===== src/rtl/mult_pkg.sv =====
// Shared constants and types for the shift-add multiplier controller/datapath pair.
package mult_pkg;

  localparam int unsigned DEF_WIDTH = 8;
  localparam int unsigned PROD_W    = 2 * DEF_WIDTH;

  typedef enum logic [1:0] {
    ST_IDLE = 2'd0,
    ST_RUN  = 2'd1,
    ST_DONE = 2'd2
  } mult_state_e;

  // Step counter must be able to hold WIDTH itself.
  function automatic int unsigned cnt_w(input int unsigned w);
    return $clog2(w + 1);
  endfunction

endpackage


===== src/rtl/mult_step_counter.sv =====
// Step counter for the shift-add multiplier: cleared on init, advances per accepted step,
// flags the step that completes the multiply.
module mult_step_counter
  import mult_pkg::*;
#(
  parameter int unsigned WIDTH = DEF_WIDTH,
  parameter int unsigned CNT_W = cnt_w(WIDTH)
) (
  input  logic clk,
  input  logic reset,
  input  logic clr,
  input  logic en,
  output logic term_c
);

  logic [CNT_W-1:0] cnt_q;
  logic [CNT_W-1:0] cnt_d;

  always_comb begin
    cnt_d = cnt_q;
    if (clr) begin
      cnt_d = '0;
    end else if (en) begin
      cnt_d = cnt_q + CNT_W'(1);
    end
  end

  always_ff @(posedge clk) begin
    if (reset) begin
      cnt_q <= '0;
    end else begin
      cnt_q <= cnt_d;
    end
  end

  assign term_c = en & (cnt_q == CNT_W'(WIDTH - 1));

endmodule


===== src/rtl/multiplier_datapath.sv =====
// Shift-add multiplier datapath: loads operands on init, one conditional add and shift per SR
// while busy, raises done after WIDTH steps and holds the product.
module multiplier_datapath
  import mult_pkg::*;
#(
  parameter int unsigned WIDTH = DEF_WIDTH,
  parameter int unsigned CNT_W = cnt_w(WIDTH)
) (
  input  logic               clock,
  input  logic               reset,
  input  logic               init,
  input  logic               SR,
  input  logic [WIDTH-1:0]   multiplicand,
  input  logic [WIDTH-1:0]   multiplier,
  output logic [2*WIDTH-1:0] product,
  output logic               busy,
  output logic               done,
  output logic               lsb
);

  localparam int unsigned P_W = 2 * WIDTH;

  mult_state_e    state_q, state_d;
  logic [P_W-1:0]   a_q, a_d;
  logic [WIDTH-1:0] b_q, b_d;
  logic [P_W-1:0]   p_q, p_d;
  logic             busy_q, busy_d;
  logic             done_q, done_d;
  logic             step_en;
  logic             term_c;

  // init wins over SR, and SR only counts while an operation is in flight.
  assign step_en = SR & busy_q & ~init;

  mult_step_counter #(
    .WIDTH (WIDTH),
    .CNT_W (CNT_W)
  ) u_step_counter (
    .clk    (clock),
    .reset  (reset),
    .clr    (init),
    .en     (step_en),
    .term_c (term_c)
  );

  always_comb begin
    state_d = state_q;
    a_d     = a_q;
    b_d     = b_q;
    p_d     = p_q;
    if (init) begin
      a_d     = P_W'(multiplicand);
      b_d     = multiplier;
      p_d     = '0;
      state_d = ST_RUN;
    end else if (step_en) begin
      if (b_q[0]) begin
        p_d = p_q + a_q;
      end
      a_d = a_q << 1;
      b_d = b_q >> 1;
      if (term_c) begin
        state_d = ST_DONE;
      end
    end
    busy_d = (state_d == ST_RUN);
    done_d = (state_d == ST_DONE);
  end

  always_ff @(posedge clock) begin
    if (reset) begin
      state_q <= ST_IDLE;
      a_q     <= '0;
      b_q     <= '0;
      p_q     <= '0;
      busy_q  <= 1'b0;
      done_q  <= 1'b0;
    end else begin
      state_q <= state_d;
      a_q     <= a_d;
      b_q     <= b_d;
      p_q     <= p_d;
      busy_q  <= busy_d;
      done_q  <= done_d;
    end
  end

  assign product = p_q;
  assign busy    = busy_q;
  assign done    = done_q;
  assign lsb     = b_q[0];

endmodule


===== config.mk =====
export PLATFORM = sky130hd
export DESIGN_NAME = multiplier_datapath
export DESIGN_NICKNAME = d
export VERILOG_FILES = /design/src/rtl/mult_pkg.sv /design/src/rtl/mult_step_counter.sv /design/src/rtl/multiplier_datapath.sv
export SDC_FILE = /design/constraint.sdc
export NUM_CORES = 1
export LEC_CHECK = 0
export BUFFER_PORTS_ARGS = -buffer_cell sky130_fd_sc_hd__buf_2
export CORE_MARGIN = 2
export CORE_UTILIZATION = 61
export CTS_CLUSTER_DIAMETER = 60
export DETAILED_ROUTE_END_ITERATION = 6
export PLACE_DENSITY = 0.85
export SYNTH_ARGS = -nofsm -noshare
export SYNTH_HDL_FRONTEND = slang
export SYNTH_SLANG_ARGS = --single-unit

===== constraint.sdc =====
create_clock -name clock -period 5.08 [get_ports clock]
set_input_delay 1.016 -clock clock [delete_from_list [all_inputs] [get_ports clock]]
set_output_delay 1.016 -clock clock [all_outputs]
set_load 0.05 [all_outputs]

==> flow_summary.toml <==
[routing]
vias_per_cell = 5.798
avgRoutedWirePerCell_um = 13.29
dr.pass1.iters = 4
num_vias = 2383
final_antenna_net_count = 0
drt-total-wl_mm = 5.462
drt_iter0_markers = 208
drc = 0

[worst_setup_path]
cpPeakStageDelay_ns = 0.85
start_kind = "input pin"
rr_worst_depth = 6
cp_max_fo = 28
critPathArrivalTime_ns = 3.00
slowest_stage = "nor3b_2"
startpoint = "SR"
criticalPathCategory = "in -> reg"
crit-reg2reg-launch = "busy"
crit_chain = "buf_2 > nand2_2 > nor3b_2 > nand2_1 > a211oi_1 > o31ai_1 > o21ai_0"
cp.required_ns = 5.31
cp-end-kind = "flip-flop"

[sta]
max_freq_mhz = 361.6
finalCriticalPeriod_ns = 2.766
tns_ns = 0
rsz0062_at_grt = "no"
finalMaxSlewViolations = 0
skew_ns = 0.007404
worst_slew_pin_slew_ns = 1.120
relSlewSlack = 0.2526
fin_hold_ws_ns = 0.4742
fin_crit_sh = 0.5445
finalWorstSetupSlack_ns = 2.314
hold_viol_final = 0
setup_viol = 0

[grt]
grt_max_degree = 40
grt_pass1_wl_mm = 8.976
grt_usage = 0.2525
grt_pass1_vias = 2022
antenna_found_initial = 0
grt_overflow = 0

[placement]
hpwl_mm = 3.934
gp_congestion = 0.8762
dp.cells = 404
port_buffers = 38
placed_area_mm2 = 0.002744
dpl_worst_slack_ns = 2.036

[clocking]
numCtsBuffers = 5
cts.path.max_buffers = 2
cts_resized = 0
h-tree-depth = 2
cts_tree = "built"
clock_latency_ns = 0.30
cts_root_buffer = "clkbuf_8"
clock_sinks = 48
post-cts-setup-buffer-count = 0
holdBufCountCts = 0
path_clk_slew_ns = 0.09

[synthesis]
synth_compound_area_frac = 0.2290
synth_simple_gate_area_share = 0.2339
netlist_area_mm2 = 0.002546
synth_top_family_by_area = "simple AND/OR/NAND/NOR gates"
yosys.area.top_type_share = 0.3774
seq_area_frac_synth = 0.3774
synth_cells = 331
ys_seq_elements = 48
synth.avg_cell_area_um2 = 7.692
yosysTopAreaCell = "dfxtp_1"
synth_async_sr_flop_share = 0
synth_top_cells_by_count = "nand2_1 (64), a21oi_1 (60), dfxtp_1 (48)"
synth_nets = 368
synthAdderAreaFrac = 0.08649
synth_ff_type = "dfxtp_1"
yosysWarnings = 0
synth.area.mux_share = 0.007862
synth_most_common_cell = "nand2_1"
synth-xor-area-share = 0.03784
synth_enable_flop_cells = 0
ys_types = 45
synth_area_leaders = "dfxtp_1 (38%), a21oi_1 (12%), nand2_1 (9.4%)"

[power_and_ir_drop]
leakage_nw = 1.156
power_density_mw_per_mm2 = 240.4
ir_worst_vdd_mv = 0.1684

[cells_and_area]
antenna_cells = 0
final_area_mm2 = 0.002835
regArea_um2 = 960.9
area_delta_synth_final_pct = 11.35
nNetsFinal = 398
n_fill_cell = 341
multi_input_area_mm2 = 0.001515
stdcell_count = 411
drive_above_1_share = 0.1607

[floorplanning]
initial_utilization = 0.6365
die_w_um = 68.61
dieArea_mm2 = 0.004707
pin_count = 39
core_area_mm2 = 0.004000
die_h_um = 68.61
floorplan.rows = 23

[min_path]
min_path_type = "reg -> reg"
hold_path_depth = 2
hold_path_startpoint = "product[6]"

[status]
status = "finished clean"

[job]
drv_cap = 0
## layer usage
layer	part of all wire	global-route usage	vias up	wire length, um
li1	-	-	1216	-
met1	0.48	0.3384	1106	2630
met2	0.47	0.4195	55	2555
met3	0.043	0.04058	6	234
met4	0.0075	0.07000	0	41
met5	0	0	-	0
## worst max-delay path, delay by kind of cell
family / cells / cell delay (ns)
simple gates: 3 / 1.37
compound gates: 3 / 0.53
buf+inv: 1 / 0.09
## cells in the final DEF (no fill, tap or decap), types with 2 or more instances in the layout
master / count
nand2_1: 64
a21oi_1: 60
dfxtp_1: 48
buf_2: 38
nor2_1: 35
ha_1: 16
o21ai_0: 13
nand3_1: 11
xnor2_1: 9
clkbuf_8: 6
a211oi_1: 5
a21o_1: 4
nand4_1: 4
o221a_2: 3
nor3_1: 3
nand2_2: 2
a21oi_2: 2
nor2b_1: 2
inv_1: 2
o31ai_1: 2
nand2b_1: 2
xor2_1: 2
o21a_1: 2
mux2i_1: 2
o21bai_1: 2
o21ai_1: 2
## worst paths after layout
| check | endpoint | slack [ns] |
|---|---|---|
| setup / recovery | product[14] | 2.31 |
| hold reg to reg | product[6] | 0.47 |
| setup reg to reg | product[14] | 2.76 |
| hold / removal | product[6] | 0.47 |
## metrics by stage
stage               utilization  total power, mW
finish                   0.7088           0.6816
global route             0.7088           0.7094
CTS                      0.7088           0.6875
detailed placement       0.6860           0.4605
global placement         0.6860           0.4589
floorplan                     -           0.4433
## sequential cells by signal, summed over array words and instances, names as in the netlist
| register | flops |
|---|---|
| b_q | 8 |
| done | 1 |
| state_q | 2 |
| a_q | 16 |
| u_step_counter.cnt_q | 4 |
| busy | 1 |
| product | 16 |
## kinds of logic after synthesis
group	Yosys count
simple gates	135
compound gates	100
flops	48
buf+inv	18
fa+ha+maj	17
xor+xnor	11
mux	2
## final cells by class
class	instances	share of cell area
tap	50	0.02207
multi-input combinational	265	0.5344
clock inverter	1	0.003089
sequential	48	0.3389
inverter	2	0.002648
timing repair buffer	39	0.06973
clock buffer	6	0.02913
## report_power, final
group | internal, mW | leakage (nW) | switching [mW]
logic | 0.0210 | 0.718 | 0.0382
clock network | 0.109 | 0.0473 | 0.121
registers | 0.385 | 0.390 | 0.00750
total | 0.515 | 1.16 | 0.167
(Power assumes the default switching activity.)
